File: config.mk
export PLATFORM = sky130hd
export DESIGN_NAME = keypad_hex_scanner
export DESIGN_NICKNAME = d
export VERILOG_FILES = /design/src/rtl/keypad_pkg.sv /design/src/rtl/keypad_tick_gen.sv /design/src/rtl/keypad_hex_scanner.sv
export SDC_FILE = /design/constraint.sdc
export NUM_CORES = 1
export LEC_CHECK = 0
export ABC_AREA = 0
export ABC_CLOCK_PERIOD_IN_PS = 2150
export CORE_ASPECT_RATIO = 0.9
export CORE_MARGIN = 2
export CORE_UTILIZATION = 50
export DETAILED_ROUTE_END_ITERATION = 8
export PLACE_DENSITY = 0.75
export SYNTH_ARGS = -nofsm -noshare
export SYNTH_HDL_FRONTEND = slang
export SYNTH_SLANG_ARGS = --single-unit
File: constraint.sdc
create_clock -name clk_pi -period 2.15 [get_ports clk_pi]
set_clock_uncertainty 0.1 [all_clocks]
set_input_delay 0.3225 -clock clk_pi [delete_from_list [all_inputs] [get_ports clk_pi]]
set_output_delay 0.3225 -clock clk_pi [all_outputs]
set_load 0.005 [all_outputs]
File: src/rtl/keypad_pkg.sv
// Shared types and constants for the 4x4 hex keypad scanner.
package keypad_pkg;

  // Scanner FSM states.
  typedef enum logic [1:0] {
    ST_SCAN,
    ST_DEBOUNCE,
    ST_RELEASE
  } scan_state_t;

  // Default timing: 0.5 ms scan tick at 100 MHz, four matching samples.
  localparam int DEFAULT_SCAN_DIV       = 50000;
  localparam int DEFAULT_DEBOUNCE_TICKS = 4;

  // 16-entry key map, nibble index {row, col}. Entry 0 sits in bits [3:0].
  //   r0: 1 2 3 A   r1: 4 5 6 B   r2: 7 8 9 C   r3: E(*) 0 F(#) D
  localparam logic [63:0] KEY_MAP = 64'hDF0E_C987_B654_A321;

  // Hex code for the key at (row, col).
  function automatic logic [3:0] key_code(input logic [1:0] row, input logic [1:0] col);
    logic [3:0] idx;
    idx = {row, col};
    return KEY_MAP[{idx, 2'b00} +: 4];
  endfunction

endpackage

File: src/rtl/keypad_tick_gen.sv
// Free-running SCAN_DIV divider producing a one-cycle scan-tick enable.
module keypad_tick_gen
  import keypad_pkg::*;
#(
  parameter int SCAN_DIV = DEFAULT_SCAN_DIV
) (
  input  logic clk_pi,
  input  logic rst_pi,
  output logic tick_po
);

  localparam int                CW       = $clog2(SCAN_DIV);
  localparam logic [CW-1:0]     CNT_LAST = CW'(SCAN_DIV - 1);

  logic [CW-1:0] cnt;

  // Count 0..SCAN_DIV-1 and wrap.
  // NOTE: sequential state uses <= so every flop samples pre-edge values.
  always_ff @(posedge clk_pi or posedge rst_pi) begin
    if (rst_pi) begin
      cnt <= '0;
    end else if (cnt == CNT_LAST) begin
      cnt <= '0;
    end else begin
      cnt <= cnt + 1'b1;
    end
  end

  // The tick is a clock enable for the scanner, high on the wrap cycle.
  assign tick_po = (cnt == CNT_LAST);

endmodule

File: src/rtl/keypad_hex_scanner.sv
// 4x4 matrix keypad scanner: column drive, row debounce, key commit
// into a four-deep nibble history with valid/overflow flags.
module keypad_hex_scanner
  import keypad_pkg::*;
#(
  parameter int SCAN_DIV       = DEFAULT_SCAN_DIV,
  parameter int DEBOUNCE_TICKS = DEFAULT_DEBOUNCE_TICKS
) (
  input  logic        clk_pi,
  input  logic        rst_pi,
  input  logic [3:0]  row_pi,
  input  logic        ack_pi,
  input  logic        clr_pi,
  output logic [3:0]  col_po,
  output logic [15:0] data_po,
  output logic [3:0]  key_po,
  output logic        valid_po,
  output logic        ovf_po
);

  localparam logic [3:0] DB_LAST = 4'(DEBOUNCE_TICKS);

  logic [3:0]  row_meta;
  logic [3:0]  row_sync;
  logic        tick;
  scan_state_t state;
  logic [1:0]  col_idx;
  logic [1:0]  cand_row;
  logic [3:0]  db_cnt;
  logic        row_hit;
  logic [1:0]  row_idx;
  logic        commit;
  logic [3:0]  commit_code;

  keypad_tick_gen #(
    .SCAN_DIV (SCAN_DIV)
  ) u_tick_gen (
    .clk_pi  (clk_pi),
    .rst_pi  (rst_pi),
    .tick_po (tick)
  );

  // Two-flop synchronizer for the asynchronous rows; idle is all-high.
  always_ff @(posedge clk_pi or posedge rst_pi) begin
    if (rst_pi) begin
      row_meta <= 4'hF;
      row_sync <= 4'hF;
    end else begin
      row_meta <= row_pi;
      row_sync <= row_meta;
    end
  end

  // Decode exactly one low row; none or several low count as no key.
  // NOTE: defaults first so every path assigns and no latch is inferred.
  always_comb begin
    row_hit = 1'b0;
    row_idx = 2'd0;
    case (row_sync)
      4'b1110: begin row_hit = 1'b1; row_idx = 2'd0; end
      4'b1101: begin row_hit = 1'b1; row_idx = 2'd1; end
      4'b1011: begin row_hit = 1'b1; row_idx = 2'd2; end
      4'b0111: begin row_hit = 1'b1; row_idx = 2'd3; end
      default: ;
    endcase
  end

  // Commit when the tick completes debounce (directly from SCAN if one sample suffices).
  always_comb begin
    commit = 1'b0;
    if (tick && row_hit) begin
      case (state)
        ST_SCAN:     commit = (DEBOUNCE_TICKS == 1);
        ST_DEBOUNCE: commit = (row_idx == cand_row) && ((db_cnt + 4'd1) == DB_LAST);
        default:     commit = 1'b0;
      endcase
    end
    // Column is frozen while debouncing, so the live column is the candidate's.
    commit_code = key_code(row_idx, col_idx);
  end

  // Scan / debounce / release FSM with the registered column drive.
  always_ff @(posedge clk_pi or posedge rst_pi) begin
    if (rst_pi) begin
      state    <= ST_SCAN;
      col_idx  <= 2'd0;
      col_po   <= 4'b1110;
      cand_row <= 2'd0;
      db_cnt   <= 4'd0;
    end else if (tick) begin
      case (state)
        ST_SCAN: begin
          if (row_hit) begin
            cand_row <= row_idx;
            if (commit) begin
              state  <= ST_RELEASE;
              db_cnt <= 4'd0;
            end else begin
              state  <= ST_DEBOUNCE;
              db_cnt <= 4'd1;
            end
          end else begin
            col_idx <= col_idx + 1'b1;
            col_po  <= {col_po[2:0], col_po[3]};
          end
        end
        ST_DEBOUNCE: begin
          if (row_hit && (row_idx == cand_row)) begin
            if (commit) begin
              state  <= ST_RELEASE;
              db_cnt <= 4'd0;
            end else begin
              db_cnt <= db_cnt + 4'd1;
            end
          end else begin
            state   <= ST_SCAN;
            db_cnt  <= 4'd0;
            col_idx <= col_idx + 1'b1;
            col_po  <= {col_po[2:0], col_po[3]};
          end
        end
        ST_RELEASE: begin
          if (row_sync == 4'hF) begin
            if ((db_cnt + 4'd1) == DB_LAST) begin
              state   <= ST_SCAN;
              db_cnt  <= 4'd0;
              col_idx <= col_idx + 1'b1;
              col_po  <= {col_po[2:0], col_po[3]};
            end else begin
              db_cnt <= db_cnt + 4'd1;
            end
          end else begin
            db_cnt <= 4'd0;
          end
        end
        default: begin
          state  <= ST_SCAN;
          db_cnt <= 4'd0;
        end
      endcase
    end
  end

  // Commit history, key, and CPU handshake flags.
  always_ff @(posedge clk_pi or posedge rst_pi) begin
    if (rst_pi) begin
      data_po  <= 16'h0000;
      key_po   <= 4'h0;
      valid_po <= 1'b0;
      ovf_po   <= 1'b0;
    end else begin
      if (commit) begin
        data_po <= clr_pi ? {12'h000, commit_code} : {data_po[11:0], commit_code};
      end else if (clr_pi) begin
        data_po <= 16'h0000;
      end

      if (commit) begin
        key_po <= commit_code;
      end

      if (commit) begin
        valid_po <= 1'b1;
        ovf_po   <= ack_pi ? 1'b0 : (ovf_po | valid_po);
      end else if (ack_pi) begin
        valid_po <= 1'b0;
        ovf_po   <= 1'b0;
      end
    end
  end

endmodule
Yosys cells after proc, flatten, opt, wreduce, memory -nomap -nowiden
Index checks and enable logic that the tools add are counted.
{"block": "totals", "rom_bits": 0, "regBits": 60, "mem_count": 0, "latch_bits": 0, "ram_bits": 0}
{"block": "op_classes", "n_shift": 1, "n_lt_le_gt_ge": 0, "muxes": 36, "bitwise_logic": 1, "add_sub_neg": 3, "n_mul": 0, "reduce_logical": 12, "n_eq_ne": 16, "div": 0}
{"operator": "16-bit 2-to-1 mux", "count": 4}
{"operator": "64-bit by 7-bit variable part select with 4-bit output (first input constant)", "count": 1}
{"operator": "4-bit 2-to-1 mux", "count": 9}
{"operator": "4-bit one-hot mux with 3 select lines", "count": 2}
{"operator": "2-bit 2-to-1 mux", "count": 10}
{"operator": "2-bit one-hot mux with 3 select lines", "count": 3}
{"operator": "16-bit by 1-bit adder with 16-bit output (second input constant)", "count": 1}
{"operator": "16-bit equality test (second input constant)", "count": 1}
{"operator": "4-bit equality test (second input constant)", "count": 4}
{"operator": "2-bit != test (second input constant)", "count": 5}
{"operator": "4-bit by 3-bit equality test with 1-bit output (second input constant)", "count": 2}
{"operator": "1-bit 2-to-1 mux", "count": 8}
{"operator": "6-bit AND reduction", "count": 1}
{"operator": "5-bit AND reduction", "count": 1}
{"operator": "4-bit by 1-bit adder with 4-bit output (second input constant)", "count": 1}
{"operator": "2-bit nonzero test", "count": 2}
{"operator": "4-bit OR reduction", "count": 1}
{"operator": "1-bit logical AND", "count": 3}
{"operator": "3-bit != test (second input constant)", "count": 1}
{"operator": "3-bit AND reduction", "count": 1}
{"operator": "3-bit nonzero test", "count": 1}
{"operator": "2-bit by 1-bit adder with 2-bit output (second input constant)", "count": 1}
{"operator": "2-bit by 1-bit equality test with 1-bit output (second input constant)", "count": 1}
{"operator": "2-bit equality test", "count": 1}
{"operator": "other kinds (4)", "count": 4}

Depth between registers and ports, before layout
Gate-level depths: netlist (run 1).
{"block": "depth", "word_depth": 9, "ltp_mapped": 10, "ltp_nobuf": 7}

Modules after synthesis
Synthesis (run 1) repeated with hierarchy kept, for this count alone.
{"block": "hier_totals", "cells_unflattened": 283, "area_unflattened_um2": 2937.8}
{"mod": "keypad_hex_scanner", "seq_area_each_um2": 1114.8, "n_inst": 1, "area_per_inst_um2": 2180.8, "cells_each": 215}
{"mod": "keypad_tick_gen", "seq_area_each_um2": 400.4, "n_inst": 1, "area_per_inst_um2": 757.0, "cells_each": 68}

Least setup slack after synthesis (run 1)
No wires, ideal clock.
{"block": "synth_path", "kind": "register -> register", "start": "register db_cnt[0]", "end": "register col_idx[1]", "period_less_slack_ns": 2.368, "path_stages_with_launch": 8, "slack_ns": -0.218, "path_buffers": 0, "arrival_time_ns": 2.140, "cell_sequence": "dfrtp_1 ha_1 nor2b_1 a21oi_1 o22ai_1 a21oi_1 nor4_4 mux2_1"}
{"block": "synth_between", "elab_chain_cells": 4}
{"element": "start: declaration", "line": "keypad_hex_scanner.sv:29", "text": "logic [3:0] db_cnt;"}
{"element": "start signal: assignment", "line": "keypad_hex_scanner.sv:113", "text": "db_cnt <= db_cnt + 4'd1;"}
{"element": "start signal: assignment", "line": "keypad_hex_scanner.sv:130", "text": "db_cnt <= db_cnt + 4'd1;"}
{"element": "4-bit by 1-bit adder with 4-bit output", "line": "keypad_hex_scanner.sv:124", "text": "if ((db_cnt + 4'd1) == DB_LAST) begin"}
{"element": "4-bit by 3-bit equality test with 1-bit output", "line": "keypad_hex_scanner.sv:124"}
{"element": "2-bit != test (no line)"}
{"element": "6-bit AND reduction (no line)"}
{"element": "end signal: assignment", "line": "keypad_hex_scanner.sv:103", "text": "col_idx <= col_idx + 1'b1;"}
{"element": "end signal: assignment", "line": "keypad_hex_scanner.sv:118", "text": "col_idx <= col_idx + 1'b1;"}
{"element": "end signal: assignment", "line": "keypad_hex_scanner.sv:127", "text": "col_idx <= col_idx + 1'b1;"}
{"element": "end: declaration", "line": "keypad_hex_scanner.sv:27", "text": "logic [1:0] col_idx;"}
No other way between the ends.
A chain may end at the register's enable or synchronous reset.

Worst setup path in the final report (run 1)
{"block": "layout_path", "start": "register row_sync[2]", "end": "register col_po[0]"}
{"block": "layout_between", "elab_chain_cells": 6, "word_cells_on_any_way": 14, "cone_classes": "eq/ne (9); mux (2); reduce/logical (3)"}
{"element": "start: declaration", "line": "keypad_hex_scanner.sv:24", "text": "logic [3:0] row_sync;"}
{"element": "start signal: assignment", "line": "keypad_hex_scanner.sv:50", "text": "row_sync <= row_meta;"}
{"element": "4-bit by 3-bit equality test with 1-bit output / 4-bit equality test (equally long branches)", "line": "keypad_hex_scanner.sv:59", "text": "case (row_sync)"}
{"element": "2-bit one-hot mux with 3 select lines / 4-bit OR reduction (equally long branches)"}
{"element": "2-bit equality test / 1-bit 2-to-1 mux (equally long branches)", "line": "keypad_hex_scanner.sv:108, keypad_hex_scanner.sv:59"}
{"element": "1-bit logical AND", "line": "keypad_hex_scanner.sv:108", "text": "if (row_hit && (row_idx == cand_row)) begin"}
{"element": "2-bit != test (no line)"}
{"element": "6-bit AND reduction (no line) (*)"}
{"element": "end signal: assignment", "line": "keypad_hex_scanner.sv:104", "text": "col_po <= {col_po[2:0], col_po[3]};"}
{"element": "end signal: assignment", "line": "keypad_hex_scanner.sv:119", "text": "col_po <= {col_po[2:0], col_po[3]};"}
{"element": "end signal: assignment", "line": "keypad_hex_scanner.sv:128", "text": "col_po <= {col_po[2:0], col_po[3]};"}
{"element": "end: declaration", "line": "keypad_hex_scanner.sv:14", "text": "output logic [3:0] col_po,"}
Mark *: on every way between the ends. The rest lies on a longest branch, timed or not.

==> qor.csv, run 1 <==
stage;metric;value;unit
routing;Residual DRC;0;
timing;Setup Viol. Count Final;5;
cells_and_area;Layout Cells excl Fill;435;
cells_and_area;Nets;376;
cts;H-tree levels;3;
pwr;P_leak;1.74;nW
setup_path;slowest CP cell;dfstp_2;
pwr;power density cells;590;nW/µm²
placed_design;DP Worst Slack;-0.198;ns
cts;root buffer cell;clkbuf_8;
logic_synthesis;Synth Cell Area;2870;µm²
floorplan;Die ar.;6370;µm²
floorplan;Initial Util;51.0;%
setup_path;internal reg-to-reg setup slack;-0.06;ns
timing;Slew Limit Headroom;66.1;%
setup_path;reg2reg path depth;7;
setup_path;Worst setup endpoint;col_po[0];
grt;pin count of the biggest net entering global routing;40;
cells_and_area;ratio of cells with drive above 1 in the final layout;31.8;%
routing;drt pass-1 iters;4;
setup_path;startpoint class of the critical path;register;
setup_path;critical path depth;7;
logic_synthesis;FF+latch count, synth;60;
cells_and_area;# fillers;391;
logic_synthesis;Synthesis Warnings;0;
routing;1st-iter DRT viols;103;
setup_path;slowest stage delay, CP;0.62;ns
status;status;complete, but fails checks;
min_path;Hold Path Class;in -> async;
grt;GRT Util Overall;20.9;%
grt;initial antenna violation count;0;
pwr;Max IR drop VDD;0.556;mV
logic_synthesis;Main synth FF type;dfrtp_1;
logic_synthesis;Cells after Synth;286;
floorplan;Core Area;5630;µm²
timing;Fmax;0.453;GHz
routing;WL/cell;14.8;µm
cells_and_area;Syn-to-layout area delta;41.6;%
run;max-cap violations;0;
floorplan;Rows;26;
logic_synthesis;Syn Area/Cell;10.0;µm²
routing;Routed WL;6420;µm
timing;fin crit period;2.21;ns
placed_design;DP HPWL;4400;µm
setup_path;Critical Path Fanout Max;6;
status;failing checks;negative setup slack;
floorplan;IO Count;34;
cells_and_area;fin util;72.2;%
timing;Pins Over Slew Limit;0;
cts;Worst-Skew Late Latency;0.35;ns
logic_synthesis;register area share after synthesis;52.8;%
logic_synthesis;Post-synth EDFFs;0;
grt;vias in the first global route;2195;
setup_path;crit path cell chain;nand4b_1, or2_4, a221oi_4, buf_4, nor4_4, buf_6, mux2_4;
setup_path;critical path's top delay family;flip-flops;
cells_and_area;register area;1520;µm²
setup_path;Worst R2R Start;row_sync[2];
timing;final hold violations;0;
timing;worst slew pin tran;0.508;ns
cells_and_area;multi-input logic area;1540;µm²
routing;via count;2390;
timing;RSZ-0062 raised after global routing;true;
setup_path;RR Endpoint;col_po[0];
grt;first-pass GRT wire length;10400;µm
cts;clock buffer count from CTS;9;
placed_design;placed cells;415;
routing;Detail Route Antenna Nets;0;
setup_path;Worst setup EP type;register;
floorplan;Vert. Die Dim;75.9;µm
logic_synthesis;post-synth cell types;48;
grt;total grt overflow;0;
placed_design;Placer Congestion;0.856;
cts;hold-fix buffer count after cts;0;
floorplan;Die Span X;83.9;µm
timing;Final WS setup;-0.0576;ns
cts;clock sinks;60;
cts;deepest clock path buffer count;2;
cts;CTS clk-pin slew, worst paths;0.07;ns
setup_path;critical path arrival;2.33;ns
logic_synthesis;Syn Nets;302;
setup_path;Critical Path Start;row_sync[2];
cts;CTS tree;built;
timing;period utilisation layout;103;%
cells_and_area;antenna cell count;0;
logic_synthesis;Synth async-reset ratio;100;%
setup_path;Bufs and invs on worst path;2;
setup_path;worst endpoint required time;2.27;ns
setup_path;WS Path Type;reg -> reg;
routing;Via density;5.49;
placed_design;IO Port Bufs;33;
==> worst reg2reg max path, stage by stage (launching register included) <==
cell and delay [ns]:
dfstp_2 0.62, nand4b_1 0.15, or2_4 0.27, a221oi_4 0.30
buf_4 0.18, nor4_4 0.04, buf_6 0.14, mux2_4 0.29
==> area by class of cell <==
| type | instances | share of cell area, % |
|---|---|---|
| clock buffer | 9 | 3.05 |
| inverter | 6 | 0.554 |
| timing repair buffer | 73 | 16.7 |
| tap | 70 | 2.15 |
| clock inverter | 7 | 2.46 |
| multi-input combinational | 210 | 37.8 |
| sequential | 60 | 37.3 |
==> stage by stage <==
| step | setup TNS [ns] | power, mW | hold WS, ns | instance area [µm²] |
|---|---|---|---|---|
| after global placement | -3.19 | 1.27 | 0.246 | 3560 |
| after floorplan | -0.260 | 1.23 | 0.227 | 2940 |
| after detailed placement | -4.14 | 1.27 | 0.247 | 3560 |
| final | -0.193 | 2.40 | 0.231 | 4070 |
| after global routing | -2.00 | 2.48 | 0.259 | 4070 |
| after CTS | -0.109 | 2.42 | 0.224 | 3950 |
==> cells in the mapped netlist (all sizes together) (7+ instances only) <==
cell | count | area [µm²]
nand2 | 50 | 188
dfrtp | 49 | 1230
a21oi | 29 | 145
nor2 | 20 | 75.1
o21ai | 14 | 70.1
dfstp | 11 | 289
nand3 | 10 | 55.1
ha | 8 | 100
xnor2 | 8 | 70.1
and3 | 7 | 43.8
nor3 | 7 | 35.0
xor2 | 7 | 61.3
==> how the worst min path moves through the flow <==
stage | from | slack [ns] | depth (start not counted) | to
after floorplan | row_pi[0] | 0.23 | 0 | row_meta[0]
after global placement | row_meta[1] | 0.25 | 0 | row_sync[1]
after detailed placement | row_meta[1] | 0.25 | 0 | row_sync[1]
after CTS | rst_pi | 0.22 | 3 | u_tick_gen.cnt[9]
after global routing | rst_pi | 0.26 | 3 | ovf_po
final | rst_pi | 0.23 | 3 | u_tick_gen.cnt[10]
==> what timing repair did <==
item                       in CTS  in global routing
setup endpoints to repair      33                 34
buffers inserted                3                  4
gates resized for setup        34                 27
pin swaps                      15                 15
cloned                          0                  0
==> layout by cell type, fill, tap and decap left out, types with 2 or more instances in the layout <==
| cell | instances |
|---|---|
| mux2_4 | 3 |
| nor4bb_4 | 2 |
| and3_1 | 6 |
| nand2_2 | 6 |
| buf_6 | 10 |
| nor3_1 | 6 |
| or2_4 | 2 |
| o21ai_0 | 7 |
| nor4b_4 | 2 |
| nor2_1 | 19 |
| clkinv_4 | 3 |
| nand2b_1 | 3 |
| nand4_1 | 3 |
| xnor2_1 | 7 |
| a21oi_1 | 17 |
| nor2b_1 | 4 |
| clkdlybuf4s50_1 | 33 |
| inv_1 | 5 |
| mux2_1 | 3 |
| o21ai_1 | 6 |
| a22oi_2 | 2 |
| ha_1 | 7 |
| nand3_1 | 8 |
| dfstp_2 | 11 |
| xor2_1 | 6 |
| a21oi_2 | 12 |
| bufinv_16 | 2 |
| nand3b_1 | 4 |
| nand2_1 | 43 |
| buf_4 | 29 |
| dfrtp_1 | 49 |
| clkbuf_8 | 9 |
==> kinds of logic (layout without fill, tap and decap cells) <==
family | after synthesis | in the layout | share of synthesized area [%]
compound gates | 59 | 59 | 12.6
xor+xnor | 15 | 15 | 4.58
fa+ha+maj | 8 | 8 | 3.49
buf+inv | 16 | 95 | 2.74
flops | 60 | 60 | 52.8
mux | 7 | 7 | 2.70
simple gates | 121 | 121 | 21.1
==> registers in the layout, summed over array words and instances, names as in the netlist <==
register and flops:
col_idx 2, cand_row 2, col_po 4, row_meta 4, row_sync 4, state 2, key_po 4, db_cnt 4
u_tick_gen.cnt 16, valid_po 1, ovf_po 1, data_po 16
==> metal layers <==
metal	share of wire, %	track usage (%)	wire length [µm]
met5	0	0	0
met4	1.0	6.63	66
met3	4.8	7.37	308
met2	52	35.7	3330
met1	42	25.5	2710
==> power breakdown <==
part	total (mW)	internal (mW)	switching, mW
sequential	1.15	1.14	0.00919
combinational	0.114	0.0495	0.0641
clock	1.13	0.659	0.474
Note: power is estimated with default switching activity, not from simulation.
==> inputs of run 2 (changes only) <==
Settings changed: PLACE_DENSITY 0.75 to 0.83, SYNTH_HIERARCHICAL set to 1.
==> run 2 against run 1 <==
The run still ends with negative setup slack left. Power is 7.1% lower. Die area increased by 2.2%. Setup slack got worse by 0.19 ns. Largest power group unchanged.
==> qor.csv, run 2 <==
stage;metric;value;unit
logic_synthesis;Synth async-reset ratio;100;%
cts;clock buffer count from CTS;9;
grt;pin count of the biggest net entering global routing;23;
logic_synthesis;post-synth cell types;56;
logic_synthesis;Syn Area/Cell;10.4;µm²
timing;final hold violations;0;
timing;fin crit period;2.40;ns
setup_path;crit path cell chain;or4bb_4, nor4_4, nand3_4, buf_6, nor3_4, buf_12, clkbuf_16, nand2_1, a21oi_2;
routing;1st-iter DRT viols;192;
routing;Via density;5.49;
cts;CTS clk-pin slew, worst paths;0.07;ns
cells_and_area;Nets;381;
timing;Setup Viol. Count Final;33;
floorplan;Rows;26;
logic_synthesis;Synthesis Warnings;6;
grt;first-pass GRT wire length;10400;µm
setup_path;Bufs and invs on worst path;3;
routing;Detail Route Antenna Nets;0;
cts;deepest clock path buffer count;2;
pwr;P_leak;1.82;nW
routing;Routed WL;6520;µm
min_path;Hold Path Class;in -> async;
logic_synthesis;Post-synth EDFFs;0;
timing;period utilisation layout;111;%
logic_synthesis;post-synth top area share;41.7;%
logic_synthesis;Syn Nets;299;
setup_path;Critical Path Start;u_tick_gen/cnt[12];
placed_design;DP Worst Slack;-0.238;ns
cells_and_area;Syn-to-layout area delta;37.6;%
cts;CTS tree;built;
logic_synthesis;Synth area leader;dfrtp_1;
routing;via count;2417;
cts;root buffer cell;clkbuf_8;
timing;worst hold slack;0.186;ns
floorplan;Die Span X;84.8;µm
cells_and_area;fin util;71.0;%
pwr;power density cells;551;nW/µm²
status;status;complete, but fails checks;
placed_design;placed cells;413;
logic_synthesis;Main synth FF type;dfrtp_1;
cells_and_area;biggest regs;data_po x16, u_tick_gen/cnt x16;
setup_path;Critical Path Fanout Max;6;
pwr;Total Power;2.23;mW
floorplan;Initial Util;51.6;%
timing;Final WS setup;-0.246;ns
logic_synthesis;top cells by count, synth;dfrtp_1, nand2_1, a21oi_1;
placed_design;IO Port Bufs;33;
timing;Slew Limit Headroom;58.2;%
floorplan;IO Count;34;
floorplan;Core Area;5690;µm²
setup_path;critical path's top delay family;simple AND/OR/NAND/NOR gates;
logic_synthesis;Synth Cell Area;2940;µm²
cts;clock sinks;60;
pwr;Max IR drop VDD;0.503;mV
grt;vias in the first global route;2269;
cells_and_area;commonest cells after routing, fill and taps aside;dfrtp_1, buf_4, nand2_1;
setup_path;slowest stage delay, CP;0.55;ns
setup_path;Worst setup EP type;register;
cells_and_area;ratio of cells with drive above 1 in the final layout;33.0;%
cells_and_area;Layout Cells excl Fill;440;
routing;drt pass-1 iters;4;
logic_synthesis;register area share after synthesis;51.6;%
floorplan;Die ar.;6510;µm²
timing;RSZ-0062 raised after global routing;true;
logic_synthesis;ranking of synthesized cells by area;dfrtp_1, dfstp_2, nand2_1, a21oi_1, ha_1;
grt;initial antenna violation count;0;
cts;Worst-Skew Late Latency;0.34;ns
timing;Pins Over Slew Limit;0;
placed_design;Placer Congestion;0.901;
grt;GRT Util Overall;20.4;%
logic_synthesis;count leader, synth;dfrtp_1;
setup_path;startpoint class of the critical path;register;
placed_design;DP HPWL;4240;µm
routing;Residual DRC;0;
cells_and_area;antenna cell count;0;
setup_path;critical path arrival;2.57;ns
setup_path;WS Path Type;reg -> reg;
run;max-cap violations;0;
cts;hold-fix buffer count after cts;0;
setup_path;worst endpoint required time;2.33;ns
status;failing checks;negative setup slack;
grt;total grt overflow;0;
timing;Fmax;0.417;GHz
cells_and_area;commonest non-fill, non-tap cell in the layout;dfrtp_1;
setup_path;slowest CP cell;or4bb_4;
floorplan;Vert. Die Dim;76.7;µm
setup_path;Worst R2R Start;u_tick_gen/cnt[12];
logic_synthesis;FF+latch count, synth;60;
timing;worst slew pin tran;0.626;ns
logic_synthesis;Cells after Synth;283;
routing;WL/cell;14.8;µm
cts;H-tree levels;3;
==> run 2: changes by cell type after synthesis, moves of 5 or more <==
| cell | before | now |
|---|---|---|
| mux2_4 | 0 | 5 |
| and3_1 | 7 | 1 |
| inv_1 | 6 | 11 |
| nor3_1 | 7 | 0 |
| mux2_1 | 6 | 0 |
| nand2_1 | 50 | 45 |
| a21oi_1 | 29 | 22 |
| nand4_1 | 3 | 8 |
==> run 2: what timing repair did <==
action / CTS / global route
gates cloned: 0 / 1
setup buffers: 4 / 6
resized for setup: 16 / 28
pin swaps: 9 / 11
setup endpoints to repair: 31 / 35
==> run 2: area by class of cell <==
cell class | instances | area, µm²
fillers | 398 | 1650
flip-flops and latches | 60 | 1520
multi-input cells | 200 | 1440
repair buffers | 83 | 771
clock buffers | 11 | 131
well taps | 70 | 87.6
clock inverters | 5 | 52.6
inverters | 11 | 41.3
==> run 2: cell families (layout without fill, tap and decap cells) <==
kind of cell / after synthesis / in the layout / share of synthesized area, %
xor+xnor: 16 / 16 / 4.77
flops: 60 / 60 / 51.6
buf+inv: 23 / 110 / 4.43
compound gates: 56 / 56 / 12.0
mux: 10 / 10 / 4.30
fa+ha+maj: 8 / 8 / 3.41
simple gates: 110 / 110 / 19.5
==> run 2: worst reg2reg max path: stages, from the launching register on <==
cell and delay (ns):
dfrtp_1 0.38, or4bb_4 0.55, nor4_4 0.38, nand3_4 0.12, buf_6 0.14, nor3_4 0.20
buf_12 0.14, clkbuf_16 0.14, nand2_1 0.06, a21oi_2 0.12
==> run 2: metrics by stage <==
stage / area [µm²] / TNS [ns]
finish: 4040 / -5.73
global route: 4040 / -10.05
CTS: 3870 / -3.85
detailed placement: 3590 / -5.61
global placement: 3590 / -4.05
floorplan: 2980 / -10.11
==> run 2: path summary, 6_finish.rpt <==
check	end	slack, ns	cells past startpoint
worst max register to register	data_po[13]	-0.25	9
worst min-delay path	cand_row[1]	0.19	2
worst max-delay path	data_po[13]	-0.25	9
worst min register to register	row_sync[2]	0.26	0
min in group clk_pi	row_sync[2]	0.26	0
max in group asynchronous	data_po[14]	1.16	3
==> run 2: where the power goes <==
part	total (mW)	switching, mW	internal (mW)
Clock	0.967	0.438	0.529
Combinational	0.109	0.0667	0.0427
Sequential	1.15	0.00775	1.14
Total	2.23	0.512	1.72
==> run 2: routing by layer <==
layer / track usage (%) / up-vias / part of all wire (%)
met5: 0 / - / 0
met4: 7.30 / 0 / 1.8
li1: - / 1151 / -
met1: 25.7 / 1202 / 42
met3: 7.86 / 13 / 3.8
met2: 32.1 / 51 / 52
==> inputs of run 3 (changes only) <==
Settings changed: CORE_ASPECT_RATIO 0.9 to unset.
==> run 3 against run 2 <==
The run still ends with negative setup slack left. Sequential share of layout area grew 0.67 points. Power is 2.6% lower. Maximum frequency rose by 1.7%. Via count is 0.58% higher. Cell area shrank 1.8%. Wire length rose by 8.8%. Largest cell class unchanged.
==> qor.csv, run 3 (synthesized netlist as in run 2, its figures left out) <==
stage;metric;value;unit
routing;Via density;5.51;
setup_path;worst endpoint required time;2.28;ns
min_path;Hold Path Class;in -> async;
grt;total grt overflow;0;
routing;Residual DRC;0;
timing;Setup TNS Final;-5.17;ns
routing;1st-iter DRT viols;116;
cts;root buffer cell;clkbuf_8;
cells_and_area;Nets;380;
cts;deepest clock path buffer count;2;
cells_and_area;commonest cells after routing, fill and taps aside;dfrtp_1, nand2_1, buf_4;
timing;period utilisation layout;110;%
cts;hold-fix buffer count after cts;0;
floorplan;Die Span X;80.7;µm
status;status;complete, but fails checks;
pwr;clock network fraction of total power;42.1;%
timing;Fmax;0.425;GHz
grt;vias in the first global route;2462;
pwr;power density cells;546;nW/µm²
timing;worst slew pin tran;0.619;ns
floorplan;Initial Util;52.7;%
placed_design;placed cells;418;
timing;Setup Viol. Count Final;33;
timing;fin crit period;2.36;ns
grt;pin count of the biggest net entering global routing;19;
cts;CTS clk-pin slew, worst paths;0.07;ns
pwr;Reg power frac;53.0;%
pwr;Gate power share;4.9;%
setup_path;critical path arrival;2.49;ns
setup_path;Worst setup EP type;register;
timing;Slew Limit Headroom;58.7;%
placed_design;Placer Congestion;0.883;
floorplan;Die ar.;6500;µm²
cells_and_area;Layout Cells excl Fill;441;
pwr;internal power;1.63;mW
placed_design;IO Port Bufs;33;
routing;Routed WL;7090;µm
timing;Pins Over Slew Limit;0;
status;failing checks;negative setup slack;
floorplan;Vert. Die Dim;80.7;µm
cells_and_area;commonest non-fill, non-tap cell in the layout;dfrtp_1;
pwr;P_sw;0.537;mW
setup_path;WS Path Type;reg -> reg;
pwr;Sw Share;24.8;%
routing;via count;2431;
routing;Detail Route Antenna Nets;0;
floorplan;Core Area;5570;µm²
floorplan;Rows;27;
cts;Worst-Skew Late Latency;0.35;ns
cts;clock buffer count from CTS;9;
pwr;Total Power;2.17;mW
cts;CTS tree;built;
cells_and_area;# fillers;359;
pwr;Max IR drop VDD;0.487;mV
cells_and_area;ratio of cells with drive above 1 in the final layout;30.6;%
grt;first-pass GRT wire length;11400;µm
cells_and_area;antenna cell count;0;
setup_path;startpoint class of the critical path;register;
grt;GRT Util Overall;23.6;%
placed_design;DP HPWL;4710;µm
cells_and_area;Syn-to-layout area delta;35.2;%
run;max-cap violations;0;
cts;H-tree levels;3;
pwr;P_leak;1.77;nW
cells_and_area;biggest regs;data_po x16, u_tick_gen/cnt x16;
cts;clock sinks;60;
routing;drt pass-1 iters;5;
floorplan;IO Count;34;
routing;WL/cell;16.1;µm
grt;initial antenna violation count;0;
setup_path;Critical Path Fanout Max;7;
timing;final hold violations;0;
timing;Final WS setup;-0.206;ns
timing;RSZ-0062 raised after global routing;true;
[run 3: metal layers]
layer / up-vias / GRT usage [%] / wire length (µm)
met5: - / 0 / 0
met4: 0 / 8.98 / 131
met3: 15 / 7.08 / 317
met2: 79 / 41.0 / 3710
met1: 1188 / 27.3 / 2940
li1: 1149 / - / -
[run 3: worst paths after layout]
kind	from	end	slack, ns	depth (start not counted)
max	u_tick_gen/cnt[12]	data_po[13]	-0.21	8
min	rst_pi	valid_po	0.20	2
max reg2reg	u_tick_gen/cnt[12]	data_po[13]	-0.21	8
min reg2reg	row_meta[1]	row_sync[1]	0.26	0
max in group asynchronous	rst_pi	row_sync[1]	1.08	3
min in group clk_pi	row_meta[1]	row_sync[1]	0.26	0
[run 3: stage by stage]
step	setup slack [ns]	util [%]	hold slack (ns)	area, µm²
after detailed placement	-0.248	64.8	0.247	3610
after global routing	-0.311	71.2	0.241	3970
after floorplan	-0.409	-	0.136	2980
after CTS	-0.221	69.7	0.199	3890
final	-0.206	71.2	0.196	3970
after global placement	-0.132	64.8	0.246	3610
[run 3: what timing repair did]
action,in CTS,in global routing
setup endpoints to repair,34,35
pin swaps,4,3
endpoints found under the hold margin,0,0
gates resized for setup,18,13
cloned,0,1
setup buffers,4,2
[run 3: final cells by class]
| type | instances | area, µm² | share of cell area (%) |
|---|---|---|---|
| inverters | 11 | 41.3 | 1.04 |
| repair buffers | 82 | 751 | 18.9 |
| multi-input cells | 200 | 1400 | 35.2 |
| clock buffers | 10 | 138 | 3.47 |
| well taps | 72 | 90.1 | 2.27 |
| flip-flops and latches | 60 | 1520 | 38.2 |
| clock inverters | 6 | 38.8 | 0.977 |
[run 3: critical path, stage by stage (launching register included)]
cell and delay, ns:
dfrtp_1 0.40, or4bb_4 0.53, nor4_4 0.38, nand3_4 0.14
buf_4 0.15, nand2b_4 0.20, clkbuf_16 0.19, nand2_1 0.09
a21oi_2 0.06
[run 3: power by group through the flow]
stage | logic [mW] | clock network [mW] | registers (mW)
2_1_floorplan | 0.0675 | 0 | 1.17
3_3_place_gp | 0.0988 | 0 | 1.17
3_5_place_dp | 0.101 | 0 | 1.17
4_1_cts | 0.105 | 0.933 | 1.15
5_1_grt | 0.117 | 0.977 | 1.15
6_report | 0.106 | 0.914 | 1.15
